`src/rtl/soft_err_pkg.sv`:
```
// Shared types and constants for the soft-error monitor channels.
// Combinational definitions only: no latency, no backpressure.
package soft_err_pkg;
   localparam int COUNT_W = 32;
   localparam logic [COUNT_W-1:0] COUNT_MAX = 32'hFFFF_FFFF;
   localparam int NUM_CH = 3;
   localparam int CH_CS = 0;
   localparam int CH_TTC = 1;
   localparam int CH_DDR3 = 2;

   typedef enum logic {
      OK      = 1'b0,
      TRIPPED = 1'b1
   } ch_state_t;
endpackage

```
`src/rtl/soft_err_channel.sv`:
```
// One event channel: saturating counter plus sticky threshold FSM.
// Count updates 1 cycle after an event; the flag trips 1 cycle after the count reaches threshold.
// No backpressure: every event pulse is accepted unless err_clear is active.
module soft_err_channel
   import soft_err_pkg::*;
(
   input  logic               clk,
   input  logic               rst_n,
   input  logic               evt,
   input  logic               clear,
   input  logic               wrap,
   input  logic [COUNT_W-1:0] thres,
   output logic [COUNT_W-1:0] count,
   output logic               flag
);
   logic [COUNT_W-1:0] count_q;
   logic [COUNT_W-1:0] count_d;
   ch_state_t          state_q;
   ch_state_t          state_d;

   // Clear beats both window wrap and a same-cycle event.
   always_comb begin
      count_d = count_q;
      if (clear) begin
         count_d = '0;
      end else if (wrap) begin
         count_d = evt ? COUNT_W'(1) : '0;
      end else if (evt && (count_q != COUNT_MAX)) begin
         count_d = count_q + COUNT_W'(1);
      end
   end

   always_comb begin
      state_d = state_q;
      case (state_q)
         OK:      if ((thres != '0) && (count_q >= thres)) state_d = TRIPPED;
         TRIPPED: state_d = TRIPPED;
         default: state_d = OK;
      endcase
      if (clear) state_d = OK;
   end

   always_ff @(posedge clk or negedge rst_n) begin
      if (!rst_n) begin
         count_q <= '0;
         state_q <= OK;
      end else begin
         count_q <= count_d;
         state_q <= state_d;
      end
   end

   assign count = count_q;
   assign flag  = (state_q == TRIPPED);
endmodule

```
`src/rtl/soft_error_monitor.sv`:
```
// Soft-error counters with sticky threshold flags; SOFT_ERR_WINDOW_EN turns counts into per-window rates.
// Counts lag events by 1 cycle, flags by 2; thresholds are registered once before use.
// No backpressure: event pulses are always accepted.
module soft_error_monitor
   import soft_err_pkg::*;
#(
   parameter logic [31:0] WINDOW_CYCLES = 32'd125_000_000
) (
   input  logic               clk,
   input  logic               reset_n,
   input  logic               cs_mismatch,
   input  logic               unknown_ttc,
   input  logic               ddr3_overflow,
   input  logic               err_clear,
   input  logic [COUNT_W-1:0] thres_data_corrupt,
   input  logic [COUNT_W-1:0] thres_unknown_ttc,
   input  logic [COUNT_W-1:0] thres_ddr3_overflow,
   output logic [COUNT_W-1:0] cs_mismatch_count,
   output logic [COUNT_W-1:0] unknown_cmd_count,
   output logic [COUNT_W-1:0] ddr3_overflow_count,
   output logic               error_data_corrupt,
   output logic               error_unknown_ttc,
   output logic               ddr3_overflow_warning,
   output logic [COUNT_W-1:0] thres_data_corrupt_out,
   output logic [COUNT_W-1:0] thres_unknown_ttc_out,
   output logic [COUNT_W-1:0] thres_ddr3_overflow_out
);
   logic [1:0] rst_sync;
   logic       rst_int_n;
   logic       wrap;

   // Assert immediately, release after two clean edges.
   always_ff @(posedge clk or negedge reset_n) begin
      if (!reset_n) rst_sync <= 2'b00;
      else          rst_sync <= {rst_sync[0], 1'b1};
   end
   assign rst_int_n = rst_sync[1];

   always_ff @(posedge clk or negedge rst_int_n) begin
      if (!rst_int_n) begin
         thres_data_corrupt_out  <= '0;
         thres_unknown_ttc_out   <= '0;
         thres_ddr3_overflow_out <= '0;
      end else begin
         thres_data_corrupt_out  <= thres_data_corrupt;
         thres_unknown_ttc_out   <= thres_unknown_ttc;
         thres_ddr3_overflow_out <= thres_ddr3_overflow;
      end
   end

`ifdef SOFT_ERR_WINDOW_EN
   logic [31:0] win_cnt;

   assign wrap = (win_cnt == (WINDOW_CYCLES - 32'd1));

   always_ff @(posedge clk or negedge rst_int_n) begin
      if (!rst_int_n)  win_cnt <= '0;
      else if (wrap)   win_cnt <= '0;
      else             win_cnt <= win_cnt + 32'd1;
   end
`else
   logic unused_window;
   assign unused_window = ^WINDOW_CYCLES;
   assign wrap = 1'b0;
`endif

   soft_err_channel u_ch_cs (
      .clk   (clk),
      .rst_n (rst_int_n),
      .evt   (cs_mismatch),
      .clear (err_clear),
      .wrap  (wrap),
      .thres (thres_data_corrupt_out),
      .count (cs_mismatch_count),
      .flag  (error_data_corrupt)
   );

   soft_err_channel u_ch_ttc (
      .clk   (clk),
      .rst_n (rst_int_n),
      .evt   (unknown_ttc),
      .clear (err_clear),
      .wrap  (wrap),
      .thres (thres_unknown_ttc_out),
      .count (unknown_cmd_count),
      .flag  (error_unknown_ttc)
   );

   soft_err_channel u_ch_ddr3 (
      .clk   (clk),
      .rst_n (rst_int_n),
      .evt   (ddr3_overflow),
      .clear (err_clear),
      .wrap  (wrap),
      .thres (thres_ddr3_overflow_out),
      .count (ddr3_overflow_count),
      .flag  (ddr3_overflow_warning)
   );
endmodule

```
`config.mk`:
```
export PLATFORM = sky130hd
export DESIGN_NAME = soft_error_monitor
export DESIGN_NICKNAME = d
export VERILOG_FILES = /design/src/rtl/soft_err_pkg.sv /design/src/rtl/soft_err_channel.sv /design/src/rtl/soft_error_monitor.sv
export SDC_FILE = /design/constraint.sdc
export NUM_CORES = 1
export LEC_CHECK = 0
export ABC_AREA = 1
export CAP_MARGIN = 40
export CORE_MARGIN = 4
export CORE_UTILIZATION = 50
export DETAILED_ROUTE_END_ITERATION = 7
export GPL_ROUTABILITY_DRIVEN = 0
export GPL_TIMING_DRIVEN = 0
export PLACE_DENSITY = 0.81
export SYNTH_ARGS = -nofsm -noshare
export SYNTH_HDL_FRONTEND = slang
export SYNTH_SLANG_ARGS = --single-unit
```
`constraint.sdc`:
```
create_clock -name clk -period 14.3 [get_ports clk]
set_input_delay 2.145 -clock clk [delete_from_list [all_inputs] [get_ports clk]]
set_output_delay 2.145 -clock clk [all_outputs]
set_load 0.01 [all_outputs]
```
# Word-level counts from Yosys, hierarchy flattened
# Cells that the tools add are included.
# W data, S select, Z words.
[classes] div_mod_pow=0 n_reduce_logical=12 bitwise=3 shifts=0 addsub=3 n_lt_le_gt_ge=3 mux=15 mul=0 n_eq_ne=3
[op_table] operator="$mux W32" count=6
[op_table] operator="$add A32 B1 Y32 const B" count=3
[op_table] operator="$ge A32 B32 Y1" count=3
[op_table] operator="$ne A32 B32 Y1 const B" count=3
[op_table] operator="$reduce_bool A32 Y1" count=3
[op_table] operator="$logic_and A1 B1 Y1" count=6
[op_table] operator="$mux W1" count=6
[op_table] operator="$pmux W1 S2" count=3
[op_table] operator="$reduce_bool A2 Y1" count=3
[op_table] operator="$not A1 Y1" count=3
[word_totals] elab_cells=49 input_bits=102 latchBits=0 register_bits=197 mem_count=0 out_inout_bits=195 mem_bits_ro=0 ramBits=0

# Logic depth before layout (Yosys ltp)
# Gate-level depths: netlist (run 1).
[logic_depth] ltp_word=5 depth_mapped=15 mapped_depth_nobuf=15

# By module
# Synthesis (run 1) repeated with hierarchy kept, for this count alone.
[unflattened] hier_cells=1579 area_unflattened_um2=11888.9
[modules_own_cells] module="soft_err_channel" area_per_inst_um2=3143.0 seq_area_each_um2=825.8 n_inst=3 cells_each=493
[modules_own_cells] module="soft_error_monitor" area_per_inst_um2=2459.9 seq_area_each_um2=2452.4 n_inst=1 cells_each=100

# Worst setup path after synthesis (run 1)
# Ideal clock, no wire load.
[synth_timing] kind="input port to flip-flop" start="in unknown_ttc" end="reg u_ch_ttc.count_q[8] (netlist: u_ch_ttc.count[8])" setup_ns=0.077 t_arrival_ns=2.861 n_path_buf=1 stages=4 required_ns=14.223 slack_ns=11.362 path_cell_list="a21boi_2 buf_2 nand2_1 a21oi_1"
[synth_between] elab_chain_cells=2
[synth_lines] item="start, declared" line="soft_error_monitor.sv:12" rtl="input logic unknown_ttc,"
[synth_lines] item="$logic_and A1 B1 Y1" line="soft_err_channel.sv:28" rtl="end else if (evt && (count_q != COUNT_MAX)) begin"
[synth_lines] item="$reduce_bool A2 Y1 (no source line)"
[synth_lines] item="end signal, assigned" line="soft_err_channel.sv:48" rtl="count_q <= count_d;"
[synth_lines] item="end, declared" line="soft_err_channel.sv:16" rtl="logic [COUNT_W-1:0] count_q;"
# Every way passes these cells.
# A chain may end at the register's enable or synchronous reset.

# Worst setup path in the final report (run 1)
[layout_timing] start="reg u_ch_cs.count_q[8] (netlist: u_ch_cs.count[8])" end="out cs_mismatch_count[8]"
[layout_lines] item="start, declared" line="soft_err_channel.sv:16"
[layout_lines] item="start signal, assigned" line="soft_err_channel.sv:48"
[layout_lines] item="end, declared" line="soft_error_monitor.sv:18" rtl="output logic [COUNT_W-1:0] cs_mismatch_count,"
# No word-level cell between the ends.

==> results.py, run 1 <==
metrics = {
    "pwr": {
        "peakVddDrop_v": 0.0000766,
        "pwr-share-comb_pct": 11.3,
        "p_seq_share_pct": 47.2,
        "internal_power_uw": 929,
        "power.total_mw": 1.24,
        "p_leak_nw": 7.30,
        "clockPowerShare_pct": 41.5,
        "power_density_nw_per_um2": 79.2,
        "switching_share_pct": 25.3,
        "p_sw_uw": 314,
    },
    "setup_path": {
        "critical_path_arrival_ps": 1620,
        "crit_path_start_kind": "flop",
        "cp-end-kind": "primary output",
        "crit_chain": "clkdlybuf4s50_1",
        "reg2reg_slack_ps": 12010,
        "cp_num_buf_inv": 1,
        "critPathKind": "reg -> out",
        "crit_fanout": 8,
        "cp_slowest_cell": "clkdlybuf4s50_1",
        "critPathRequiredTime_ps": 12150,
        "slowest_delay_ps": 630,
        "crit_family": "buffers and inverters",
    },
    "die": {
        "fp.dieW_microns": 161,
        "io-pin-count": 297,
        "die_area_sq_um": 25800,
        "core_sq_um": 22800,
        "rows": 55,
        "die_y_microns": 161,
        "initial_utilization_pct": 51.1,
    },
    "hold_path": {
        "hold_path.class": "reg -> async",
    },
    "logic_synthesis": {
        "synth_edf_count": 0,
        "synth_area_sq_um": 11600,
        "synth_common_cells": "nand2_1, inv_1, dfrtp_1, nor2_1, ha_1",
        "synth_flop_cell": "dfrtp_1",
        "syn_nets": 1687,
        "synth_cells": 1486,
        "seq_area_frac_synth_pct": 42.4,
        "async_reset_ff_share_pct": 100,
        "synth_top_area_cell": "dfrtp_1",
        "yosys.area.top_type_share_pct": 42.4,
        "synth-seq-cells": 197,
        "synth_warnings": 0,
        "synth_area_leaders": "dfrtp_1, nand2_1, ha_1",
        "synth_area_per_cell_sq_um": 7.83,
        "synthMostInstantiatedCell": "nand2_1",
        "synth_cell_types": 39,
    },
    "grt": {
        "globalRouteOverflowTotal": 0,
        "track_usage_pct": 26.4,
        "grt_pass1_wl_microns": 55900,
        "grt_max_degree": 68,
        "antenna_found_initial": 1,
        "grt_pass1_vias": 11400,
    },
    "sta": {
        "hold_viol": 0,
        "timing.fmax_ghz": 0.266,
        "fin_worst_skew_ps": 14.4,
        "rsz0062_at_grt": "false",
        "tightest_slew_ps": 835,
        "setup_violations": 0,
        "fin_crit_ps": 3760,
        "slew_viol_final": 0,
        "max_slew_margin_pct": 44.4,
        "whs_ps": 336,
        "post-route-period-util_pct": 26.3,
        "final.setup.tns_ps": 0,
    },
    "clock_tree": {
        "cts_setup_buffers": 0,
        "clk_latency_ps": 440,
        "clk_transition_reported_paths_ps": 80,
        "clock_tree.buffer_depth": 2,
        "cts_hold_buf": 0,
        "htree_levels": 4,
        "clkSinkCount": 197,
        "cts_resized": 0,
        "cts_tree": "built",
        "clock-root-buffer": "clkbuf_16",
        "numCtsBuffers": 17,
    },
    "detailed_routing": {
        "vias": 11400,
        "drc": 0,
        "routed_wl_microns": 34400,
        "drtIter0Drc": 975,
        "ant_nets": 0,
        "via_per_inst": 5.37,
        "drt-pass1-iter-count": 7,
        "wl_per_cell_microns": 16.2,
    },
    "finish": {
        "area_growth_pct": 34.9,
        "instances_no_fill": 2131,
        "final_core_util_pct": 68.9,
        "fin_nets": 2005,
        "fillers": 1800,
        "drive_above_1_share_pct": 4.84,
    },
    "run_status": {
        "status": "finished, final reports clean",
    },
    "placement": {
        "port_buffers": 296,
        "hpwlAfterDp_microns": 26800,
        "dp.cells": 2098,
    },
    "job": {
        "drv_cap": 0,
    },
}
==> sequential cells by signal, summed over array words and instances (netlist names) <==
name and count:
thres_data_corrupt_out 32, thres_ddr3_overflow_out 32, thres_unknown_ttc_out 32, u_ch_cs.count 32, u_ch_ddr3.count 32, u_ch_ttc.count 32
rst_sync 2, u_ch_cs.flag 1, u_ch_ddr3.flag 1, u_ch_ttc.flag 1
==> layout make-up <==
cell class | instances | area [sq um] | area share (%)
Multi-Input combinational cell | 1046 | 5720 | 36.4
Sequential cell | 197 | 4930 | 31.4
Timing Repair Buffer | 299 | 3040 | 19.4
Inverter | 222 | 838 | 5.34
Clock buffer | 18 | 439 | 2.80
Tap cell | 313 | 392 | 2.49
Clock inverter | 14 | 190 | 1.21
Buffer | 21 | 143 | 0.909
Antenna cell | 1 | 2.50 | 0.0159
==> final timing paths <==
check | startpoint | endpoint | cells after the start
max | u_ch_cs.count[8] | cs_mismatch_count[8] | 1
min | rst_sync[1] | thres_data_corrupt_out[24] | 0
max reg2reg | u_ch_ttc.count[1] | u_ch_ttc.count[21] | 11
min reg2reg | rst_sync[1] | thres_data_corrupt_out[24] | 0
max in group asynchronous | reset_n | rst_sync[1] | 1
min in group clk | rst_sync[0] | rst_sync[1] | 0
==> power by group through the flow <==
stage	Combinational, mW	Clock [mW]	Sequential, mW
after floorplan	0.0437	0	0.609
after global placement	0.126	0	0.606
after detailed placement	0.141	0	0.598
after CTS	0.142	0.525	0.587
after global routing	0.154	0.549	0.589
final	0.141	0.516	0.587
==> stage by stage <==
step / worst slack [ps] / instance area (sq um)
floorplan: 8400 / 11600
global placement: 6160 / 15000
detailed placement: 10090 / 15100
CTS: 10520 / 15700
global route: 10470 / 15700
finish: 10540 / 15700
==> kinds of logic after synthesis <==
| kind of cell | after synthesis | synth area share [%] |
|---|---|---|
| flops | 197 | 42.4 |
| buf+inv | 243 | 8.43 |
| xor+xnor | 35 | 2.64 |
| simple gates | 761 | 28.4 |
| other cells | 1 | 0.0322 |
| fa+ha+maj | 99 | 10.6 |
| compound gates | 150 | 7.48 |
==> layout by cell type (no fill, tap or decap), types with 17 or more instances in the layout <==
master	count
xor2_1	28
inv_1	217
nand3_1	55
clkdlybuf4s50_1	296
o21ai_0	40
ha_1	99
clkbuf_16	17
nand2_1	395
nor3_1	51
dfrtp_1	196
a21oi_1	59
nor2_1	172
nand4_1	54
==> metal layers <==
metal / routed length [microns] / track usage (%) / part of all wire [%]
met1: 14000 / 32.3 / 41
met4: 1200 / 10.3 / 3.5
met5: 0 / 0 / 0
met2: 16500 / 45.2 / 48
met3: 2690 / 6.54 / 7.8
(Power assumes the default switching activity.)
==> run 2, diff against run 1 <==
--- a/config.mk
+++ b/config.mk
@@ -8,11 +8,11 @@
 export ABC_AREA = 1
 export CAP_MARGIN = 40
 export CORE_MARGIN = 4
-export CORE_UTILIZATION = 50
+export CORE_UTILIZATION = 45
 export DETAILED_ROUTE_END_ITERATION = 7
 export GPL_ROUTABILITY_DRIVEN = 0
 export GPL_TIMING_DRIVEN = 0
-export PLACE_DENSITY = 0.81
+export PLACE_DENSITY = 0.77
 export SYNTH_ARGS = -nofsm -noshare
 export SYNTH_HDL_FRONTEND = slang
 export SYNTH_SLANG_ARGS = --single-unit
==> constraint.sdc (replaced) <==
create_clock -name clk -period 3.1 [get_ports clk]
set_input_delay 0.465 -clock clk [delete_from_list [all_inputs] [get_ports clk]]
set_output_delay 0.465 -clock clk [all_outputs]
set_load 0.01 [all_outputs]
==> run 2 against run 1 <==
Net effect:
- power grew to 4.4 times the previous value
- clock power grew to 4.1 times the previous value
- critical path depth grew 10
- critical path type is now reg -> reg
- combinational power grew to 4.6 times the previous value
- global-route usage shrank 2.2 points
- non-clock buffer count is the same
- register-to-register slack lost 11000 ps
- clock-buffer cell count grew 1
- via count shrank 1.9%
- first-iteration DRC count grew 7.6%
==> results.py, run 2 (same netlist as run 1, synthesis figures left out) <==
metrics = {
    "run_status": {
        "status": "finished, final reports clean",
    },
    "setup_path": {
        "crit_fanout": 10,
        "timing.rr.end": "u_ch_ttc.count[23]",
        "critPathRequiredTime_ps": 3440,
        "cp_slowest_cell": "dfrtp_1",
        "critPathKind": "reg -> reg",
        "slowest_delay_ps": 450,
        "critical_path_cell_count": 11,
        "crit_path_end": "u_ch_ttc.count[23]",
        "crit_family": "simple AND/OR/NAND/NOR gates",
        "cp-end-kind": "flop",
        "crit_path_start": "u_ch_ttc.count[1]",
        "reg2reg_slack_ps": 840,
        "reg2regPathDepth": 11,
        "crit_chain": "ha_1, inv_1, nor2_1, nand2_1, nor2_4, a21boi_2, nor2_4, inv_2, buf_6, nand2_1, nand2_1",
        "rr_startpoint": "u_ch_ttc.count[1]",
        "cp_num_buf_inv": 3,
        "crit_path_start_kind": "flop",
        "critical_path_arrival_ps": 2600,
        "crit_top_cell": "nand2_1",
    },
    "sta": {
        "tightest_slew_ps": 824,
        "fin_crit_ps": 2260,
        "slew_viol_final": 0,
        "rsz0062_at_grt": "false",
        "fin_worst_skew_ps": 13.5,
        "post-route-period-util_pct": 73.0,
        "max_slew_margin_pct": 45.1,
        "setup_violations": 0,
        "timing.fmax_ghz": 0.442,
        "final.setup.tns_ps": 0,
        "hold_viol": 0,
    },
    "detailed_routing": {
        "drtIter0Drc": 1049,
        "drc": 0,
        "routed_wl_microns": 34700,
        "vias": 11200,
        "wl_per_cell_microns": 16.2,
        "via_per_inst": 5.22,
        "drt-pass1-iter-count": 6,
        "ant_nets": 0,
    },
    "clock_tree": {
        "cts_tree": "built",
        "clock_tree.buffer_depth": 2,
        "cts_setup_buffers": 0,
        "cts_resized": 0,
        "clk_transition_reported_paths_ps": 70,
        "clock-root-buffer": "clkbuf_16",
        "cts_hold_buf": 0,
        "clkSinkCount": 197,
        "numCtsBuffers": 17,
        "htree_levels": 4,
        "clk_latency_ps": 440,
    },
    "die": {
        "die_area_sq_um": 28500,
        "fp.dieW_microns": 169,
        "core_sq_um": 25300,
        "die_y_microns": 169,
        "initial_utilization_pct": 45.9,
        "io-pin-count": 297,
        "rows": 58,
    },
    "finish": {
        "drive_above_1_share_pct": 4.74,
        "fillers": 2179,
        "final_cell_mix": "nand2_1, clkdlybuf4s50_1, inv_1",
        "area_growth_pct": 34.5,
        "fin_nets": 2005,
        "layout_commonest_cell": "nand2_1",
    },
    "pwr": {
        "p_leak_nw": 7.25,
        "power_density_nw_per_um2": 351,
        "power.total_mw": 5.49,
        "peakVddDrop_v": 0.000339,
    },
    "grt": {
        "grt_pass1_wl_microns": 56100,
        "grt_max_degree": 64,
        "grt_pass1_vias": 11100,
        "globalRouteOverflowTotal": 0,
        "antenna_found_initial": 2,
        "track_usage_pct": 24.2,
    },
    "placement": {
        "hpwlAfterDp_microns": 27200,
        "port_buffers": 296,
    },
    "hold_path": {
        "hold_path.class": "in -> async",
    },
    "job": {
        "drv_cap": 0,
    },
}
## run 2: changes by cell type in the layout (fill, tap and decap cells not counted), sizes merged
| cell | previous run | this run |
|---|---|---|
| diode | 1 | 2 |
| bufinv | 3 | 0 |
| clkinv | 4 | 2 |
| inv | 227 | 228 |
| clkinvlp | 2 | 4 |
| clkbuf | 23 | 24 |
## run 2: power breakdown
group          internal (mW)  total (mW)  switching [mW]
sequential              2.64        2.70          0.0591
combinational          0.327       0.650           0.323
clock                   1.06        2.13            1.07
total                   4.03        5.49            1.45
## run 2: worst min path at each step
stage	cells past startpoint	slack (ps)	endpoint	start
after floorplan	0	170	rst_sync[0]	reset_n
after global placement	0	340	rst_sync[1]	rst_sync[0]
after detailed placement	0	270	thres_unknown_ttc_out[27]	rst_sync[1]
after CTS	1	160	rst_sync[1]	reset_n
after global routing	1	160	rst_sync[1]	reset_n
final	1	170	rst_sync[1]	reset_n
## run 2: metrics by stage
step / utilization, % / instance area (sq um) / setup WS [ps] / hold slack [ps] / cells
finish: 61.8 / 15600 / 837 / 171 / 2148
global route: 61.8 / 15600 / 681 / 160 / 2148
detailed placement: 59.6 / 15100 / 570 / 273 / 2115
global placement: 59.3 / 15000 / 343 / 336 / 2112
floorplan: - / 11600 / 1090 / 169 / 1486
CTS: 61.7 / 15600 / 840 / 160 / 2146
## run 2: worst reg2reg max path: cells and delay by family, from the launching register on
family | cells | cell delay [ps]
fa+ha+maj | 1 | 240
simple gates | 6 | 940
flops | 1 | 450
buf+inv | 3 | 380
compound gates | 1 | 180
## run 2: layer usage
metal / part of all wire [%] / GRT usage, %
met4: 2.7 / 7.97
met5: 0 / 0
met1: 41 / 30.7
met3: 7.8 / 6.05
met2: 49 / 40.7
## run 2: layout make-up
| class | count | area, sq um | share of cell area, % |
|---|---|---|---|
| well taps | 330 | 413 | 2.64 |
| diodes | 2 | 5.00 | 0.0320 |
| repair buffers | 299 | 3050 | 19.5 |
| clock inverters | 12 | 97.6 | 0.624 |
| multi-input cells | 1046 | 5720 | 36.6 |
| inverters | 222 | 838 | 5.36 |
| clock buffers | 19 | 443 | 2.83 |
| flip-flops and latches | 197 | 4930 | 31.5 |
| plain buffers | 21 | 143 | 0.912 |
==> run 3, diff against run 2 <==
==> constraint.sdc (replaced) <==
create_clock -name clk -period 1.82 [get_ports clk]
set_input_delay 0.273 -clock clk [delete_from_list [all_inputs] [get_ports clk]]
set_output_delay 0.273 -clock clk [all_outputs]
set_load 0.01 [all_outputs]
==> run 3 against run 2 <==
Net effect:
- the run now ends with negative setup slack left
- critical endpoint is now u_ch_ddr3.count[24]
- cell area up 11%
- critical path depth is the same
- power up 74%
- clock skew increased by 0.55 ps
- clock-buffer cell count unchanged
- clock power grew 71%
- sequential share of layout area is 2.7 points lower
- final cell count rose by 5.0%
- sequential power rose by 70%
- worst setup slack worse by 950 ps
- via count is 8.2% higher
- die area unchanged
==> results.py, run 3 (same netlist as run 1, synthesis figures left out) <==
metrics = {
    "detailed_routing": {
        "via_per_inst": 5.38,
        "vias": 12100,
        "drtIter0Drc": 1213,
        "routed_wl_microns": 39300,
        "drc": 0,
        "wl_per_cell_microns": 17.4,
        "drt-pass1-iter-count": 8,
        "ant_nets": 0,
    },
    "clock_tree": {
        "cts_tree": "built",
        "numCtsBuffers": 17,
        "clk_transition_reported_paths_ps": 80,
        "clk_latency_ps": 450,
        "htree_levels": 4,
        "clock_tree.buffer_depth": 2,
        "clock-root-buffer": "clkbuf_16",
        "clkSinkCount": 197,
    },
    "pwr": {
        "peakVddDrop_v": 0.000580,
        "power_density_nw_per_um2": 549,
        "p_leak_nw": 8.13,
    },
    "job": {
        "drv_cap": 0,
    },
    "sta": {
        "post-route-period-util_pct": 106,
        "rsz0062_at_grt": "true",
        "max_slew_margin_pct": 50.9,
        "whs_ps": 248,
        "hold_viol": 0,
        "fin_worst_skew_ps": 14.1,
        "tightest_slew_ps": 737,
        "setup_slack_ps": -114,
        "fin_crit_ps": 1930,
        "slew_viol_final": 0,
        "timing.fmax_ghz": 0.517,
        "setup_violations": 43,
    },
    "die": {
        "rows": 58,
        "io-pin-count": 297,
        "die_area_sq_um": 28500,
        "core_sq_um": 25300,
        "fp.dieW_microns": 169,
        "die_y_microns": 169,
        "initial_utilization_pct": 45.9,
    },
    "run_status": {
        "status": "finished with violations",
        "failed_checks": "negative setup slack",
    },
    "finish": {
        "fin_nets": 2112,
        "fillers": 1888,
        "regArea_sq_um": 5020,
        "drive_above_1_share_pct": 19.8,
        "final_cell_area_sq_um": 17400,
        "multi_input_area_sq_um": 6360,
        "layout_commonest_cell": "nand2_1",
        "area_growth_pct": 49.6,
        "final_cell_mix": "nand2_1, clkdlybuf4s50_1, inv_1",
    },
    "setup_path": {
        "crit_fanout": 6,
        "crit_top_cell": "nand2_2",
        "critical_path_arrival_ps": 2280,
        "crit_family": "simple AND/OR/NAND/NOR gates",
        "cp-end-kind": "flop",
        "cp_slowest_cell": "dfrtp_2",
        "critPathKind": "reg -> reg",
        "cp_num_buf_inv": 2,
        "crit_path_start_kind": "flop",
        "slowest_delay_ps": 450,
        "crit_chain": "nand2_2, nor3_2, nand2_2, nor2_4, nand2_2, nand2_4, inv_8, nor2_8, clkinv_4, nand2_1, nand2_1",
        "critPathRequiredTime_ps": 2170,
    },
    "placement": {
        "hpwlAfterDp_microns": 27200,
        "pre_cts_ws_ps": -518,
        "place_area_sq_um": 15100,
        "port_buffers": 296,
    },
    "grt": {
        "grt_pass1_wl_microns": 58600,
        "globalRouteOverflowTotal": 0,
        "grt_max_degree": 64,
        "grt_pass1_vias": 11600,
        "track_usage_pct": 25.4,
        "antenna_found_initial": 2,
    },
    "hold_path": {
        "hold_path.class": "in -> reg",
    },
}
run 3: per-layer routing:
layer  track usage, %  part of all wire (%)
met5                0                     0
met4             9.77                   3.8
met1             31.4                    39
met3             6.38                   8.5
met2             42.7                    49
run 3: final timing paths:
kind / start / end / slack, ps / cells after the start
worst min-delay path: thres_ddr3_overflow[9] / thres_ddr3_overflow_out[9] / 250 / 1
min in group asynchronous: rst_sync[1] / thres_unknown_ttc_out[24] / 260 / 0
worst max register to register: u_ch_ddr3.count[10] / u_ch_ddr3.count[24] / -110 / 11
worst min register to register: rst_sync[1] / thres_unknown_ttc_out[24] / 260 / 0
max in group asynchronous: rst_sync[1] / u_ch_ddr3.count[12] / 240 / 3
worst max-delay path: u_ch_ddr3.count[10] / u_ch_ddr3.count[24] / -110 / 11
run 3: where the power goes:
part	leakage (nW)	internal (mW)	switching [mW]
clock network	0.257	1.81	1.84
registers	2.40	4.50	0.100
logic	5.47	0.668	0.638
run 3: area by class of cell:
type | count | share of cell area (%)
Multi-Input combinational cell | 1046 | 36.5
Sequential cell | 197 | 28.9
Timing Repair Buffer | 405 | 23.1
Inverter | 222 | 4.91
Clock buffer | 19 | 2.55
Tap cell | 330 | 2.37
Buffer | 21 | 1.01
Clock inverter | 12 | 0.561
Timing Repair inverter | 1 | 0.0647
Antenna cell | 2 | 0.0288
run 3: timing repair:
item / 4_1_cts / 5_1_grt
hold endpoints to repair: 2 / 0
buffers inserted: 40 / 60
endpoints found under the setup margin: 115 / 119
pin swaps: 24 / 47
cloned: 4 / 2
gates resized for setup: 110 / 173
hold buffers: 1 / 0
run 3: worst register-to-register path, cell delays in order, from the launching register on:
cell and delay, ps:
dfrtp_2 450, nand2_2 100, nor3_2 270, nand2_2 120, nor2_4 140, nand2_2 70, nand2_4 130, inv_8 60
nor2_8 190, clkinv_4 130, nand2_1 100, nand2_1 60
run 3: through the flow:
| step | setup TNS (ps) | utilization [%] | std cells | power, mW |
|---|---|---|---|---|
| 6_report | -1620 | 68.7 | 2255 | 9.56 |
| 5_1_grt | -7020 | 68.7 | 2255 | 9.95 |
| 4_1_cts | -239 | 64.2 | 2191 | 9.52 |
| 3_5_place_dp | -27570 | 59.6 | 2115 | 5.81 |
| 3_3_place_gp | -204390 | 59.3 | 2112 | 5.75 |
| 2_1_floorplan | -37590 | - | 1486 | 5.13 |
==> RTL edit 1, RTL diff (flow settings as in run 3) <==
The option `SOFT_ERR_WINDOW_EN` is turned on by a define.
--- a/src/rtl/soft_error_monitor.sv
+++ b/src/rtl/soft_error_monitor.sv
@@ -2,4 +2,6 @@
 // Counts lag events by 1 cycle, flags by 2; thresholds are registered once before use.
 // No backpressure: event pulses are always accepted.
+`define SOFT_ERR_WINDOW_EN
+
 module soft_error_monitor
    import soft_err_pkg::*;
Function: no difference found for any inputs over 4 cycles, from zero or initial values and one cycle with reset_n low; that may be too few to reach the edited logic, so the function may still have changed.
==> RTL edit 1 against run 3 <==
  * The flow still finishes with violations (setup timing)
  * Synthesized area grew 15%
  * Maximum frequency down 1.2%
  * Largest cell class unchanged
  * Non-clock buffer count grew 24
  * Power is 34% higher
  * Wire length increased by 13%
  * Sequential power up 16%
  * Global-route usage is 1.2 points lower
  * Design area up 16%
  * Sequential cell count increased by 32
  * Setup slack lost 0.023 ns
  * Utilization increased by 0.93 points
  * First-iteration DRC count increased by 6.3%
==> RTL edit 1: results (changes against run 3) <==
stage	metric	value	unit	change
place	postPlaceCellArea	16940	sq um	was 15090 sq um
clocking	insertion_delay	0.55	ns	was 0.45 ns
synthesis	ys_seq_area_share	42.74	%	was 42.38%
power_and_ir_drop	p_comb_share	10.7	%	was 13.7%
global_routing	grt.met1_usage	30.21	%	was 31.36%
route	wl_met2	21750	microns	was 19290 microns
global_routing	grt_use_met2	42.14	%	was 42.74%
run_status	status	finished with violations		unchanged
synthesis	synth_adder_area_share	9.332	%	was 10.65%
synthesis	synthTopCellsByArea	dfrtp_1 (43%), nand2_1 (11%), ha_1 (9.3%)		was dfrtp_1 (42%), nand2_1 (13%), ha_1 (11%)
power_and_ir_drop	p_leak	0.01013	uW	was 0.008128 uW
run_status	violations	setup timing		unchanged
timing	setup_viol	84		was 43
worst_hold_path	hold_end	thres_unknown_ttc_out[23]		was thres_ddr3_overflow_out[9]
synthesis	synthXorXnorAreaFrac	2.874	%	was 2.635%
synthesis	synth_compound_area_share	5.459	%	was 7.476%
route	wl	44240	microns	was 39280 microns
power_and_ir_drop	p_switching	3002	uW	was 2580 uW
timing	finalWorstSetupSlack	-0.1368	ns	was -0.1136 ns
clocking	cts_resized	194		was 110
route	via_per_inst	5.371		was 5.385
synthesis	ys_types	48		was 39
route	wl_per_cell	17.12	microns	was 17.42 microns
synthesis	synthTopCellsByCount	nand2_1 (406), inv_1 (260), nor2_1 (241), dfrtp_1 (229), ha_1 (100)		was nand2_1 (395), inv_1 (217), dfrtp_1 (197), nor2_1 (172), ha_1 (99)
timing	tightest_slew	0.8059	ns	was 0.7366 ns
final_layout	fillers	2126		was 1888
synthesis	syn_inst	1721		was 1486
worst_setup_path	crit_path_top_delay_cell	dfrtp_1		was dfrtp_2
route	drt-met1-wl	17190	microns	was 15150 microns
route	route.met3.wl	3502	microns	was 3340 microns
## RTL edit 1: changes by cell type after synthesis, moves of 11 or more
cell            run 3  this run
inv_2               3        14
nand3_1            55        77
inv_1             217       260
nand2_1           395       406
nand2_2             1        12
nor2_1            172       241
dfrtp_1           197       229
nand4_1            54        65
## RTL edit 1: worst max-delay path, delay by kind of cell, from the launching register on
| kind | cells | cell delay (ns) |
|---|---|---|
| flip-flops | 1 | 0.44 |
| AND/OR/NAND/NOR | 7 | 0.98 |
| buffers and inverters | 3 | 0.36 |
| AO/OA/AOI/OAI | 1 | 0.06 |
## RTL edit 1: area by class of cell
class | instances | area, sq um | share of cell area (%)
plain buffers | 22 | 285.3 | 1.412
clock buffers | 38 | 799.5 | 3.958
clock inverters | 12 | 214.0 | 1.059
inverters | 276 | 1077 | 5.333
multi-input cells | 1194 | 7351 | 36.39
flip-flops and latches | 229 | 5822 | 28.82
well taps | 384 | 480.5 | 2.379
repair buffers | 428 | 4164 | 20.61
repair inverters | 1 | 6.256 | 0.03097
==> RTL edit 2, RTL diff (config.mk and constraints of run 3) <==
Made on the original files. Take the reset off `thres_ddr3_overflow_out` and load it in a clocked block of its own.
--- a/src/rtl/soft_error_monitor.sv
+++ b/src/rtl/soft_error_monitor.sv
@@ -41,10 +41,12 @@
          thres_data_corrupt_out  <= '0;
          thres_unknown_ttc_out   <= '0;
-         thres_ddr3_overflow_out <= '0;
       end else begin
          thres_data_corrupt_out  <= thres_data_corrupt;
          thres_unknown_ttc_out   <= thres_unknown_ttc;
-         thres_ddr3_overflow_out <= thres_ddr3_overflow;
       end
+   end
+
+   always_ff @(posedge clk) begin
+      thres_ddr3_overflow_out <= thres_ddr3_overflow;
    end
 
Behaviour: not the same (Yosys sat finds a counterexample within 4 cycles, from zero or initial values and one cycle with reset_n low).
==> RTL edit 2 against run 3 <==
  * Wire length shrank 6.0%
  * Clock power grew 5.5%
  * Synthesized area fell by 1.4%
  * Design area is 4.0% lower
  * Sequential cell count did not move
  * Clock skew is 0.0022 ns lower
  * Power grew 1.1%
  * Hold slack better by 0.0063 ns
  * The flow still finishes with violations (setup timing)
  * Setup slack better by 0.097 ns
  * Critical path type unchanged
  * Largest cell class unchanged
==> RTL edit 2: results (changes against run 3) <==
stage	metric	value	unit	change
global_routing	grt.met1_usage	30.88	%	was 31.36%
synthesis	synth_compound_area_share	7.580	%	was 7.476%
timing	skew	0.01186	ns	was 0.01408 ns
final_layout	fillers	2014		was 1888
worst_setup_path	critPathArrivalTime	2.22	ns	was 2.28 ns
run_status	violations	setup timing		unchanged
global_routing	gr-usage-all-layers	24.88	%	was 25.35%
final_layout	seqCellArea	4860	sq um	was 5020 sq um
final_layout	drive_above_1_share	16.95	%	was 19.76%
worst_setup_path	crit_path_top_delay_cell	dfrtp_1		was dfrtp_2
timing	finalWorstSetupSlack	-0.01648	ns	was -0.1136 ns
synthesis	synth_adder_area_share	10.80	%	was 10.65%
power_and_ir_drop	p_clk_share	39.9	%	was 38.2%
route	drt_iter0_markers	1041		was 1213
worst_setup_path	cp_max_fo	8		was 6
timing	slew_headroom	48.96	%	was 50.89%
worst_setup_path	r2r-end	u_ch_ddr3.count[29]		was u_ch_ddr3.count[24]
run_status	status	finished with violations		unchanged
clocking	post-cts-setup-buffer-count	34		was 40
final_layout	final_cells	2224		was 2255
synthesis	ys_seq_area_share	41.57	%	was 42.38%
global_routing	grt_pass1_wl	57160	microns	was 58600 microns
power_and_ir_drop	p_switching	2592	uW	was 2580 uW
final_layout	nClkBuffers	17		was 19
route	wl	36930	microns	was 39280 microns
timing	setup_viol	9		was 43
worst_setup_path	critPathBufInv	3		was 2
route	drt-met1-wl	14880	microns	was 15150 microns
power_and_ir_drop	p_leak	0.007687	uW	was 0.008128 uW
-- RTL edit 2: changes by cell type after synthesis, sizes merged --
cell   delta
dfxtp    +32
dfrtp    -32
-- RTL edit 2: worst min path at each step --
stage	start	end	slack (ns)	depth (start not counted)
floorplan	reset_n	rst_sync[0]	-0.02	0
global route	thres_unknown_ttc[28]	thres_unknown_ttc_out[28]	0.23	1
detailed placement	rst_sync[1]	thres_unknown_ttc_out[16]	0.27	0
global placement	rst_sync[0]	rst_sync[1]	0.34	0
finish	thres_data_corrupt[0]	thres_data_corrupt_out[0]	0.25	1
CTS	thres_unknown_ttc[28]	thres_unknown_ttc_out[28]	0.25	1
-- RTL edit 2: through the flow --
stage / cell area [sq um] / util, %
6_report: 16710 / 66.55
5_1_grt: 16710 / 66.55
4_1_cts: 15940 / 63.49
3_5_place_dp: 14930 / 59.45
3_3_place_gp: 14850 / 59.15
2_1_floorplan: 11480 / -
